$ cat src/rtl/spi_flash_if.sv
// spi_flash_if: SPI pin bundle plus the synchronous read-only memory port
// used by spi_flash_responder.
//   slave modport  : the responder (samples SPI pins, drives MISO, issues reads)
//   master modport : the SPI controller / memory side
//   spi_sck/spi_ss/spi_mosi : SPI mode-0 inputs (asynchronous to clk)
//   spi_miso/spi_miso_oe    : serial response and its output enable
//   mem_rd_en/mem_addr      : one-cycle read strobe and byte address
//   mem_rdata               : read data, valid one clk after mem_rd_en
//   busy                    : transaction in progress
interface spi_flash_if #(
    parameter int MEM_AW = 16
);
    logic              spi_sck;
    logic              spi_ss;
    logic              spi_mosi;
    logic              spi_miso;
    logic              spi_miso_oe;
    logic              mem_rd_en;
    logic [MEM_AW-1:0] mem_addr;
    logic [7:0]        mem_rdata;
    logic              busy;

    modport slave (
        input  spi_sck, spi_ss, spi_mosi, mem_rdata,
        output spi_miso, spi_miso_oe, mem_rd_en, mem_addr, busy
    );

    modport master (
        output spi_sck, spi_ss, spi_mosi, mem_rdata,
        input  spi_miso, spi_miso_oe, mem_rd_en, mem_addr, busy
    );
endinterface

$ cat src/rtl/spi_flash_responder.sv
// spi_flash_responder: target end of a mode-0 SPI NOR flash link. Oversamples
// SCK/SS/MOSI on clk, decodes READ (0x03), RDID (0x9F) and RDSR (0x05), and
// streams response bytes MSB first, fetching READ data from a synchronous
// read-only memory port with one byte of prefetch.
//   clk   : system clock, at least 8x the SCK frequency
//   rst_n : asynchronous active-low reset
//   bus   : spi_flash_if slave modport (SPI pins, memory port, busy)
// MEM_AW must be at least 8 and at most 24.
module spi_flash_responder #(
    parameter int          MEM_AW     = 16,
    parameter logic [23:0] JEDEC_ID   = 24'h012018,
    parameter logic [7:0]  STATUS_VAL = 8'h00
) (
    input  logic           clk,
    input  logic           rst_n,
    spi_flash_if.slave     bus
);

    typedef enum logic [2:0] {
        ST_IDLE   = 3'd0,
        ST_CMD    = 3'd1,
        ST_ADDR   = 3'd2,
        ST_DATA   = 3'd3,
        ST_IGNORE = 3'd4
    } state_e;

    typedef enum logic [1:0] {
        SRC_MEM    = 2'd0,
        SRC_ID     = 2'd1,
        SRC_STATUS = 2'd2
    } src_e;

    localparam logic [MEM_AW-1:0] ADDR_ONE = {{(MEM_AW-1){1'b0}}, 1'b1};

    // synchronizer stages; index 2 is only used as the edge-detect reference
    logic [2:0]        sck_sync_r;
    logic [2:0]        ss_sync_r;
    logic [1:0]        mosi_sync_r;
    // fills with ones after reset; a falling SS is trusted only once all
    // synchronizer stages hold real pin samples rather than reset values
    logic [2:0]        warm_r;

    logic              sck_rise_s, sck_fall_s, ss_rise_s, ss_fall_s, mosi_s;

    state_e            state_r, state_s;
    src_e              src_r, src_s;
    logic [4:0]        cnt_r, cnt_s;
    logic [2:0]        fcnt_r, fcnt_s;
    logic [MEM_AW-2:0] shin_r, shin_s;
    logic [MEM_AW-1:0] addr_r, addr_s, addr_inc_s, addr_full_s;
    logic [1:0]        id_idx_r, id_idx_s;
    logic [7:0]        tx_buf_r, tx_buf_s;
    logic [7:0]        tx_sh_r, tx_sh_s;
    logic [7:0]        cmd_byte_s;
    logic              miso_r, miso_s;
    logic              oe_r, oe_s;
    logic              rd_en_r, rd_en_s;
    logic [MEM_AW-1:0] mem_addr_r, mem_addr_s;
    logic              rd_pend_r, rd_pend_s;
    logic              busy_r, busy_s;

    // Two-flop synchronizers plus a third reference stage for edge detection
    always_ff @(posedge clk or negedge rst_n) begin
        if (!rst_n) begin
            sck_sync_r  <= 3'b000;
            ss_sync_r   <= 3'b111;
            mosi_sync_r <= 2'b00;
            warm_r      <= 3'b000;
        end else begin
            sck_sync_r  <= {sck_sync_r[1:0], bus.spi_sck};
            ss_sync_r   <= {ss_sync_r[1:0], bus.spi_ss};
            mosi_sync_r <= {mosi_sync_r[0], bus.spi_mosi};
            warm_r      <= {warm_r[1:0], 1'b1};
        end
    end

    assign sck_rise_s  = sck_sync_r[1] & ~sck_sync_r[2];
    assign sck_fall_s  = ~sck_sync_r[1] & sck_sync_r[2];
    assign ss_rise_s   = ss_sync_r[1] & ~ss_sync_r[2];
    assign ss_fall_s   = ~ss_sync_r[1] & ss_sync_r[2] & warm_r[2];
    assign mosi_s      = mosi_sync_r[1];
    assign cmd_byte_s  = {shin_r[6:0], mosi_s};
    // bits above MEM_AW have already fallen out of shin_r
    assign addr_full_s = {shin_r, mosi_s};
    assign addr_inc_s  = addr_r + ADDR_ONE;

    // Next-state and next-output logic for the command/address/data sequencer
    always_comb begin
        state_s    = state_r;
        src_s      = src_r;
        cnt_s      = cnt_r;
        fcnt_s     = fcnt_r;
        shin_s     = shin_r;
        addr_s     = addr_r;
        id_idx_s   = id_idx_r;
        tx_buf_s   = tx_buf_r;
        tx_sh_s    = tx_sh_r;
        miso_s     = miso_r;
        oe_s       = oe_r;
        rd_en_s    = 1'b0;
        mem_addr_s = mem_addr_r;
        rd_pend_s  = rd_en_r;
        busy_s     = busy_r;

        if (ss_rise_s) begin
            // deselect wins over any coincident SCK edge and drops in-flight reads
            state_s   = ST_IDLE;
            cnt_s     = 5'd0;
            fcnt_s    = 3'd0;
            shin_s    = '0;
            id_idx_s  = 2'd0;
            tx_buf_s  = 8'h00;
            tx_sh_s   = 8'h00;
            miso_s    = 1'b0;
            oe_s      = 1'b0;
            rd_pend_s = 1'b0;
            busy_s    = 1'b0;
        end else begin
            if (rd_pend_r) begin
                tx_buf_s = bus.mem_rdata;
            end else begin
                tx_buf_s = tx_buf_r;
            end

            case (state_r)
                ST_IDLE: begin
                    if (ss_fall_s) begin
                        state_s = ST_CMD;
                        cnt_s   = 5'd0;
                        shin_s  = '0;
                        busy_s  = 1'b1;
                    end else begin
                        state_s = ST_IDLE;
                    end
                end
                ST_CMD: begin
                    if (sck_rise_s) begin
                        shin_s = {shin_r[MEM_AW-3:0], mosi_s};
                        if (cnt_r == 5'd7) begin
                            cnt_s  = 5'd0;
                            fcnt_s = 3'd0;
                            case (cmd_byte_s)
                                8'h03: state_s = ST_ADDR;
                                8'h9F: begin
                                    state_s  = ST_DATA;
                                    src_s    = SRC_ID;
                                    tx_buf_s = JEDEC_ID[23:16];
                                    id_idx_s = 2'd1;
                                end
                                8'h05: begin
                                    state_s  = ST_DATA;
                                    src_s    = SRC_STATUS;
                                    tx_buf_s = STATUS_VAL;
                                end
                                default: state_s = ST_IGNORE;
                            endcase
                        end else begin
                            cnt_s = cnt_r + 5'd1;
                        end
                    end else begin
                        shin_s = shin_r;
                    end
                end
                ST_ADDR: begin
                    if (sck_rise_s) begin
                        shin_s = {shin_r[MEM_AW-3:0], mosi_s};
                        if (cnt_r == 5'd23) begin
                            cnt_s      = 5'd0;
                            fcnt_s     = 3'd0;
                            addr_s     = addr_full_s;
                            mem_addr_s = addr_full_s;
                            rd_en_s    = 1'b1;
                            src_s      = SRC_MEM;
                            state_s    = ST_DATA;
                        end else begin
                            cnt_s = cnt_r + 5'd1;
                        end
                    end else begin
                        shin_s = shin_r;
                    end
                end
                ST_DATA: begin
                    if (sck_fall_s) begin
                        oe_s   = 1'b1;
                        fcnt_s = fcnt_r + 3'd1;
                        if (fcnt_r == 3'd0) begin
                            // first fall of a byte: the prefetched byte goes out
                            miso_s  = tx_buf_r[7];
                            tx_sh_s = {tx_buf_r[6:0], 1'b0};
                        end else begin
                            miso_s  = tx_sh_r[7];
                            tx_sh_s = {tx_sh_r[6:0], 1'b0};
                        end
                    end else if (sck_rise_s) begin
                        cnt_s = {2'b00, cnt_r[2:0] + 3'd1};
                        if (cnt_r[2:0] == 3'd7) begin
                            // last bit of this byte sampled: prepare the next one
                            case (src_r)
                                SRC_MEM: begin
                                    addr_s     = addr_inc_s;
                                    mem_addr_s = addr_inc_s;
                                    rd_en_s    = 1'b1;
                                end
                                SRC_ID: begin
                                    case (id_idx_r)
                                        2'd1: begin
                                            tx_buf_s = JEDEC_ID[15:8];
                                            id_idx_s = 2'd2;
                                        end
                                        2'd2: begin
                                            tx_buf_s = JEDEC_ID[7:0];
                                            id_idx_s = 2'd0;
                                        end
                                        default: begin
                                            tx_buf_s = JEDEC_ID[23:16];
                                            id_idx_s = 2'd1;
                                        end
                                    endcase
                                end
                                SRC_STATUS: tx_buf_s = STATUS_VAL;
                                default:    tx_buf_s = 8'h00;
                            endcase
                        end else begin
                            addr_s = addr_r;
                        end
                    end else begin
                        miso_s = miso_r;
                    end
                end
                ST_IGNORE: begin
                    oe_s   = 1'b0;
                    miso_s = 1'b0;
                end
                default: state_s = ST_IDLE;
            endcase
        end
    end

    // Sequencer state and registered outputs
    always_ff @(posedge clk or negedge rst_n) begin
        if (!rst_n) begin
            state_r    <= ST_IDLE;
            src_r      <= SRC_MEM;
            cnt_r      <= 5'd0;
            fcnt_r     <= 3'd0;
            shin_r     <= '0;
            addr_r     <= '0;
            id_idx_r   <= 2'd0;
            tx_buf_r   <= 8'h00;
            tx_sh_r    <= 8'h00;
            miso_r     <= 1'b0;
            oe_r       <= 1'b0;
            rd_en_r    <= 1'b0;
            mem_addr_r <= '0;
            rd_pend_r  <= 1'b0;
            busy_r     <= 1'b0;
        end else begin
            state_r    <= state_s;
            src_r      <= src_s;
            cnt_r      <= cnt_s;
            fcnt_r     <= fcnt_s;
            shin_r     <= shin_s;
            addr_r     <= addr_s;
            id_idx_r   <= id_idx_s;
            tx_buf_r   <= tx_buf_s;
            tx_sh_r    <= tx_sh_s;
            miso_r     <= miso_s;
            oe_r       <= oe_s;
            rd_en_r    <= rd_en_s;
            mem_addr_r <= mem_addr_s;
            rd_pend_r  <= rd_pend_s;
            busy_r     <= busy_s;
        end
    end

    assign bus.spi_miso    = miso_r;
    assign bus.spi_miso_oe = oe_r;
    assign bus.mem_rd_en   = rd_en_r;
    assign bus.mem_addr    = mem_addr_r;
    assign bus.busy        = busy_r;

endmodule

$ cat src/flat_wrapper.sv
// flat-port wrapper written by rule: the top's interface ports become plain ports
module spi_flash_responder_flat 
#(
    parameter int          MEM_AW     = 16,
    parameter logic [23:0] JEDEC_ID   = 24'h012018,
    parameter logic [7:0]  STATUS_VAL = 8'h00
)
  (clk, rst_n, bus_spi_sck, bus_spi_ss, bus_spi_mosi, bus_mem_rdata, bus_spi_miso, bus_spi_miso_oe, bus_mem_rd_en, bus_mem_addr, bus_busy);
  spi_flash_if #(.MEM_AW(MEM_AW)) bus_i ();
  input  logic clk;
  input  logic rst_n;
  input wire logic [$bits(bus_i.spi_sck)-1:0] bus_spi_sck;
  input wire logic [$bits(bus_i.spi_ss)-1:0] bus_spi_ss;
  input wire logic [$bits(bus_i.spi_mosi)-1:0] bus_spi_mosi;
  input wire logic [$bits(bus_i.mem_rdata)-1:0] bus_mem_rdata;
  output wire logic [$bits(bus_i.spi_miso)-1:0] bus_spi_miso;
  output wire logic [$bits(bus_i.spi_miso_oe)-1:0] bus_spi_miso_oe;
  output wire logic [$bits(bus_i.mem_rd_en)-1:0] bus_mem_rd_en;
  output wire logic [$bits(bus_i.mem_addr)-1:0] bus_mem_addr;
  output wire logic [$bits(bus_i.busy)-1:0] bus_busy;
  assign bus_i.spi_sck = bus_spi_sck;
  assign bus_i.spi_ss = bus_spi_ss;
  assign bus_i.spi_mosi = bus_spi_mosi;
  assign bus_i.mem_rdata = bus_mem_rdata;
  assign bus_spi_miso = bus_i.spi_miso;
  assign bus_spi_miso_oe = bus_i.spi_miso_oe;
  assign bus_mem_rd_en = bus_i.mem_rd_en;
  assign bus_mem_addr = bus_i.mem_addr;
  assign bus_busy = bus_i.busy;
  spi_flash_responder #(.MEM_AW(MEM_AW), .JEDEC_ID(JEDEC_ID), .STATUS_VAL(STATUS_VAL)) u_core (.clk(clk), .rst_n(rst_n), .bus(bus_i));
endmodule
$ cat config.mk
export PLATFORM = sky130hd
export DESIGN_NAME = spi_flash_responder_flat
export DESIGN_NICKNAME = d
export VERILOG_FILES = /design/src/rtl/spi_flash_if.sv /design/src/rtl/spi_flash_responder.sv /design/src/flat_wrapper.sv
export SDC_FILE = /design/constraint.sdc
export NUM_CORES = 1
export LEC_CHECK = 0
export ABC_AREA = 1
export BUFFER_PORTS_ARGS = -buffer_cell sky130_fd_sc_hd__buf_2
export CORE_MARGIN = 4
export CORE_UTILIZATION = 40
export CTS_CLUSTER_DIAMETER = 30
export CTS_CLUSTER_SIZE = 24
export DETAILED_ROUTE_END_ITERATION = 10
export GPL_TIMING_DRIVEN = 0
export PLACE_DENSITY = 0.67
export SLEW_MARGIN = 10
export SYNTH_ARGS = -nofsm -noshare
export SYNTH_HDL_FRONTEND = slang
export SYNTH_SLANG_ARGS = --single-unit
$ cat constraint.sdc
create_clock -name clk -period 1.85 [get_ports clk]
set_input_delay 0.185 -clock clk [delete_from_list [all_inputs] [get_ports clk]]
set_output_delay 0.185 -clock clk [all_outputs]
set_load 0.1 [all_outputs]
; Yosys cells after proc, flatten, opt, wreduce, memory -nomap -nowiden
; Index checks and enable logic that the tools add are counted.
[totals]
output_inout_bits = 20
elab_cells = 179
ff_bits = 78
[op_classes]
n_eq_ne = 35
n_bitwise = 10
mux = 85
add_sub_neg = 4
reduce_logical = 27
[ops]
columns = operator, n
row1 = 16-bit 2-to-1 mux, 6
row2 = 8-bit 2-to-1 mux, 11
row3 = 8-bit case mux with 2 select lines, 3
row4 = 15-bit 2-to-1 mux, 3
row5 = 5-bit 2-to-1 mux, 8
row6 = 3-bit 2-to-1 mux, 11
row7 = 16-bit case mux with 2 select lines, 1
row8 = 15-bit case mux with 2 select lines, 1
row9 = 3-bit by 1-bit != test with 1-bit output (second input constant), 9
row10 = 2-bit 2-to-1 mux, 12
row11 = 5-bit case mux with 4 select lines, 1
row12 = 1-bit 2-to-1 mux, 17
row13 = 16-bit by 1-bit adder with 16-bit output (second input constant), 1
row14 = 2-bit case mux with 2 select lines, 4
row15 = 8-bit AND reduction, 2
row16 = 2-bit by 1-bit != test with 1-bit output (second input constant), 7
row17 = 3-bit case mux with 4 select lines, 1
row18 = 6-bit case mux with 2 select lines, 1
row19 = 6-bit AND reduction, 2
row20 = 2-bit nonzero test, 6
row21 = 3-bit case mux with 3 select lines, 1
row22 = 3-bit nonzero test, 3
row23 = 8-bit by 2-bit equality test with 1-bit output (second input constant), 1
row24 = 8-bit by 3-bit equality test with 1-bit output (second input constant), 1
row25 = other kinds (26), 48

; Depth between registers and ports, before layout
[depth]
depth_word = 8
ltp_mapped = 12

; Least setup slack after synthesis
; No wires, ideal clock.
[synth_timing]
path_kind = register to register
startpoint = reg u_core.addr_r[0]
endpoint = reg u_core.addr_r[14]
setup_slack_ns = -0.392
t_arrival_ns = 2.122
n_path_buf = 0
stages_incl_launch_ff = 9
t_required_ns = 1.730
path_cell_list = dfrtp_1 ha_1 nand3_1 nor2_1 nand3_1 nor2_1 nor2_1 o21ai_1 nand2_1
[synth_between]
elab_chain_len = 6
[synth_lines]
columns = item, line_no
row1 = start: declaration, spi_flash_responder.sv:50  ; logic [MEM_AW-1:0] addr_r, addr_s, addr_inc_s, addr_full_s;
row2 = start signal: assignment, spi_flash_responder.sv:263  ; addr_r <= addr_s;
row3 = 16-bit by 1-bit adder with 16-bit output, spi_flash_responder.sv:85  ; assign addr_inc_s = addr_r + ADDR_ONE;
row4 = 16-bit 2-to-1 mux, spi_flash_responder.sv:198  ; case (src_r)
row5 = 16-bit 2-to-1 mux, spi_flash_responder.sv:196  ; if (cnt_r[2:0] == 3'd7) begin
row6 = 16-bit 2-to-1 mux, spi_flash_responder.sv:194  ; end else if (sck_rise_s) begin
row7 = 16-bit 2-to-1 mux, spi_flash_responder.sv:183  ; if (sck_fall_s) begin
row8 = 16-bit case mux with 2 select lines, spi_flash_responder.sv:125  ; case (state_r)
; No other way between the ends. The select of a mux whose other input is x is not followed.
; A chain may end at the register's enable or synchronous reset.

; Worst setup path in the final report
[layout_timing]
startpoint = reg u_core.cnt_r[1]
endpoint = reg u_core.addr_r[10]
[layout_between]
elab_chain_len = 3
elab_cells_between_ends = 5
cone_classes = 4 x eq/ne / 1 x reduce/logical
[layout_lines]
columns = item, line_no
row1 = start: declaration, spi_flash_responder.sv:47  ; logic [4:0] cnt_r, cnt_s;
row2 = start signal: assignment, spi_flash_responder.sv:260  ; cnt_r <= cnt_s;
row3 = 5-bit equality test or 3-bit equality test (tied branches), "spi_flash_responder.sv:167, spi_flash_responder.sv:196"
row4 = 2-bit by 1-bit != test with 1-bit output (no line), -
row5 = 8-bit AND reduction (no line) (*), -
; Mark *: on every way between the ends. The rest lies on a longest branch, timed or not.

==> summary.md <==
| Metric | Value |
|---|---|
| Status | completed |
| Most frequent cells in the layout | nand2_1 (160), dfrtp_1 (65), nor2_1 (58), o21ai_0 (52), inv_1 (47) |
| Fin crit share | 94.78% |
| Most common cell after layout, fill and taps aside | nand2_1 |
| Routing usage on met1 | 22.25% |
| Max IR drop VDD | 0.4099 mV |
| Leak pwr | 0.002278 uW |
| Worst Tran Pin Value | 0.6402 ns |
| Primary FF master, synth | dfrtp_1 |
| Clock Sink Count | 77 |
| Final WL | 9263 um |
| Antenna violations before repair | 0 |
| GRT Total Usage | 16.36% |
| Largest net degree at the start of global routing | 57 |
| GRT Max-Usage Layer | met2 |
| Design Power | 4126 uW |
| Critical-path top delay cell | dfrtp_1 |
| Grt met2 use | 26.20% |
| 1st-iter DRT viols | 236 |
| I/O Pins | 33 |
| DIE AREA | 11,970 um^2 |
| RSZ-0062 raised after global routing | yes |
| Die Wd | 109.4 um |
| Syn Inst Count | 534 |
| Post-synth EDFFs | 0 |
| Post-DP Area | 4488 um^2 |
| Ant diodes | 0 |
| DRT Pass-1 Iters | 5 |
| Dpl hpwl | 6613 um |
| FMAX | 570.3 MHz |
| Yosys top cell area share | 45.00% |
| Worst-path maximum fanout | 10 |
| Vias | 3,576 |
| Row count | 36 |
| Gr ovfl total | 0 |
| Remaining antenna violation count after routing | 0 |
| Vias in the first global route | 3,356 |
| Drt via density | 4.932 |
| CTS tree | yes |
| Gpl congestion | 0.8862 |
| Global-route wire length before repair | 15,530 um |
| Synthesized net count | 554 |
| Hold WS | 0.08895 ns |
| Mean area per synthesized cell | 7.706 um^2 |
| Clk_skew | 0.02151 ns |
| Inserted Clock Buffers | 9 |
| Hold Crit Class | in2reg |
| Final hold vios | 0 |
| Util after Layout | 49.17% |
| CTS root buf | clkbuf_8 |
| Die Y | 109.4 um |
| Critical path's most frequent cell | nand2_1 |
| DRC | 0 |
| Critical path data required time | 2.11 ns |
| Buffers on Ports | 32 |
| Worst path arrival time | 2.01 ns |
| CP max stage delay | 0.42 ns |
| Grt met3 use | 3.171% |
| Max clock buf depth | 2 |
| H-tree levels | 3 |
| Layout area overhead | 18.39% |
| Layout cell share with drive strength beyond 1 | 19.09% |
| Synth Register Bits | 77 |
| Slew Limit Fails | 0 |
| Post-synthesis sequential area ratio | 46.91% |
| Final min period | 1.753 ns |
| Pwr/cell area | 846.8 nW/um^2 |
| Slew headroom | 57.32% |
| Final worst slack | 0.09661 ns |
| CP Cell Sequence | ha_4 > ha_1 > inv_1 > nor2_2 > nand2_1 > nand2_1 > nand3_4 > buf_2 > a21oi_1 > nor2_1 |
| Setup crit start kind | flip-flop |
| Worst-path clk slew | 0.10 ns |
| Area contributors post-synth | dfrtp_1 (45%), nand2_1 (15%), o21ai_0 (6.4%), nor2_1 (5.9%), inv_1 (4.4%) |
| YS warnings | 0 |
| Final net count | 607 |
| CP Class | reg2reg |
| Starting density of the core | 41.53% |
| Setup WS pre-CTS | 0.004772 ns |
| MaxCap Viol Count | 0 |
| Ys async rst share | 100.0% |
| Mapped Area | 4115 um^2 |
| Clock latency on the worst-skew pair | 0.36 ns |
| Synth area leader | dfrtp_1 |
| DR WL/cell | 12.78 um |
| Final setup vio count | 0 |
| Crit path capture type | flip-flop |
| Post-Layout Inst Area | 4872 um^2 |
| Core area | 9910 um^2 |
| Library cells used by synthesis | 41 |
[cell usage after synthesis, types with 4 or more instances]
library cell,n
nand2_1,163
dfrtp_1,74
nor2_1,65
o21ai_0,53
inv_1,48
nand3_1,31
a21oi_1,8
ha_1,7
inv_2,7
mux2i_1,7
buf_2,6
o21ai_1,6
o22ai_1,5
buf_4,4
buf_6,4
xnor2_1,4
[per-layer routing]
metal,wire length (um),vias to the layer above,part of all wire [%]
li1,-,1813,-
met1,4516,1675,49
met4,96,0,1.0
met3,435,8,4.7
met5,0,-,0
met2,4215,80,46
[registers in the layout (all words and copies together), names as in the netlist]
signal                  count
u_core.bus.busy             1
u_core.cnt_r                5
u_core.warm_r               3
u_core.bus.spi_miso         1
u_core.tx_buf_r             8
u_core.ss_sync_r            3
u_core.bus.mem_rd_en        1
u_core.sck_sync_r           3
u_core.shin_r              15
u_core.fcnt_r               3
u_core.bus.spi_miso_oe      1
u_core.tx_sh_r              7
u_core.src_r                2
u_core.addr_r              16
u_core.rd_pend_r            1
u_core.state_r              3
u_core.id_idx_r             2
u_core.mosi_sync_r          2
[critical path: cells and delay by family, from the launching register on]
family                     cells  cell delay, ns
AOI/OAI and AO/OA              1            0.18
adders and majority gates      2            0.31
buffers and inverters          2            0.27
DFF                            1            0.42
and+or+nand+nor                5            0.48
[report_power, final]
group          switching [uW]  leakage, uW  internal (uW)
sequential               80.4      0.00102           1770
clock                     637     0.000124            941
combinational             516      0.00113            184
total                    1230      0.00228           2890
[per-stage QoR]
stage / TNS, ns / cells
4_1_cts: 0 / 720
6_report: 0 / 725
5_1_grt: -0.04421 / 725
2_1_floorplan: 0 / 534
3_3_place_gp: -0.7261 / 699
3_5_place_dp: 0 / 700
[kinds of logic (layout without fill, tap and decap cells)]
family | Yosys count | in the layout | share of synthesized area [%]
AO/OA/AOI/OAI | 83 | 83 | 11.04
XOR/XNOR | 7 | 7 | 1.490
adder cells (fa/ha/maj) | 7 | 7 | 2.128
buffers and inverters | 71 | 129 | 7.753
flip-flops | 77 | 77 | 46.91
multiplexers | 7 | 7 | 1.703
other | 1 | 1 | 0.09113
AND/OR/NAND/NOR | 281 | 281 | 28.88
[final cells by class]
class | count | area, um^2
inverters | 55 | 206.4
plain buffers | 16 | 115.1
clock inverters | 5 | 107.6
repair buffers | 42 | 267.8
clock buffers | 11 | 141.4
well taps | 133 | 166.4
multi-input cells | 386 | 1921
fillers | 936 | 5037
flip-flops and latches | 77 | 1947
[final timing paths]
check                                       startpoint                            end  slack [ns]  cells past startpoint
hold reg to reg             u_core.warm_r[1]$_DFF_PN0_     u_core.warm_r[2]$_DFF_PN0_        0.35                      0
hold / removal                        bus_mem_rdata[7]   u_core.tx_buf_r[7]$_DFF_PN0_        0.09                      3
min in group asynchronous                        rst_n   u_core.tx_buf_r[7]$_DFF_PN0_        0.26                      2
setup reg to reg           u_core.cnt_r[1]$_DFFE_PN0P_  u_core.addr_r[10]$_DFFE_PN0P_         0.1                     10
max in group asynchronous                        rst_n  u_core.ss_sync_r[2]$_DFF_PN1_        0.97                      3
setup / recovery           u_core.cnt_r[1]$_DFFE_PN0P_  u_core.addr_r[10]$_DFFE_PN0P_         0.1                     10
[timing repair]
action                                  CTS  global route
buffers inserted                          0             5
pin swaps                                 0             7
cloned                                    0             0
gates resized for setup                   1            18
hold buffers                              4             0
hold endpoints to repair                 23             0
endpoints found under the setup margin    2            37
Power figures use the tool's default switching activity.
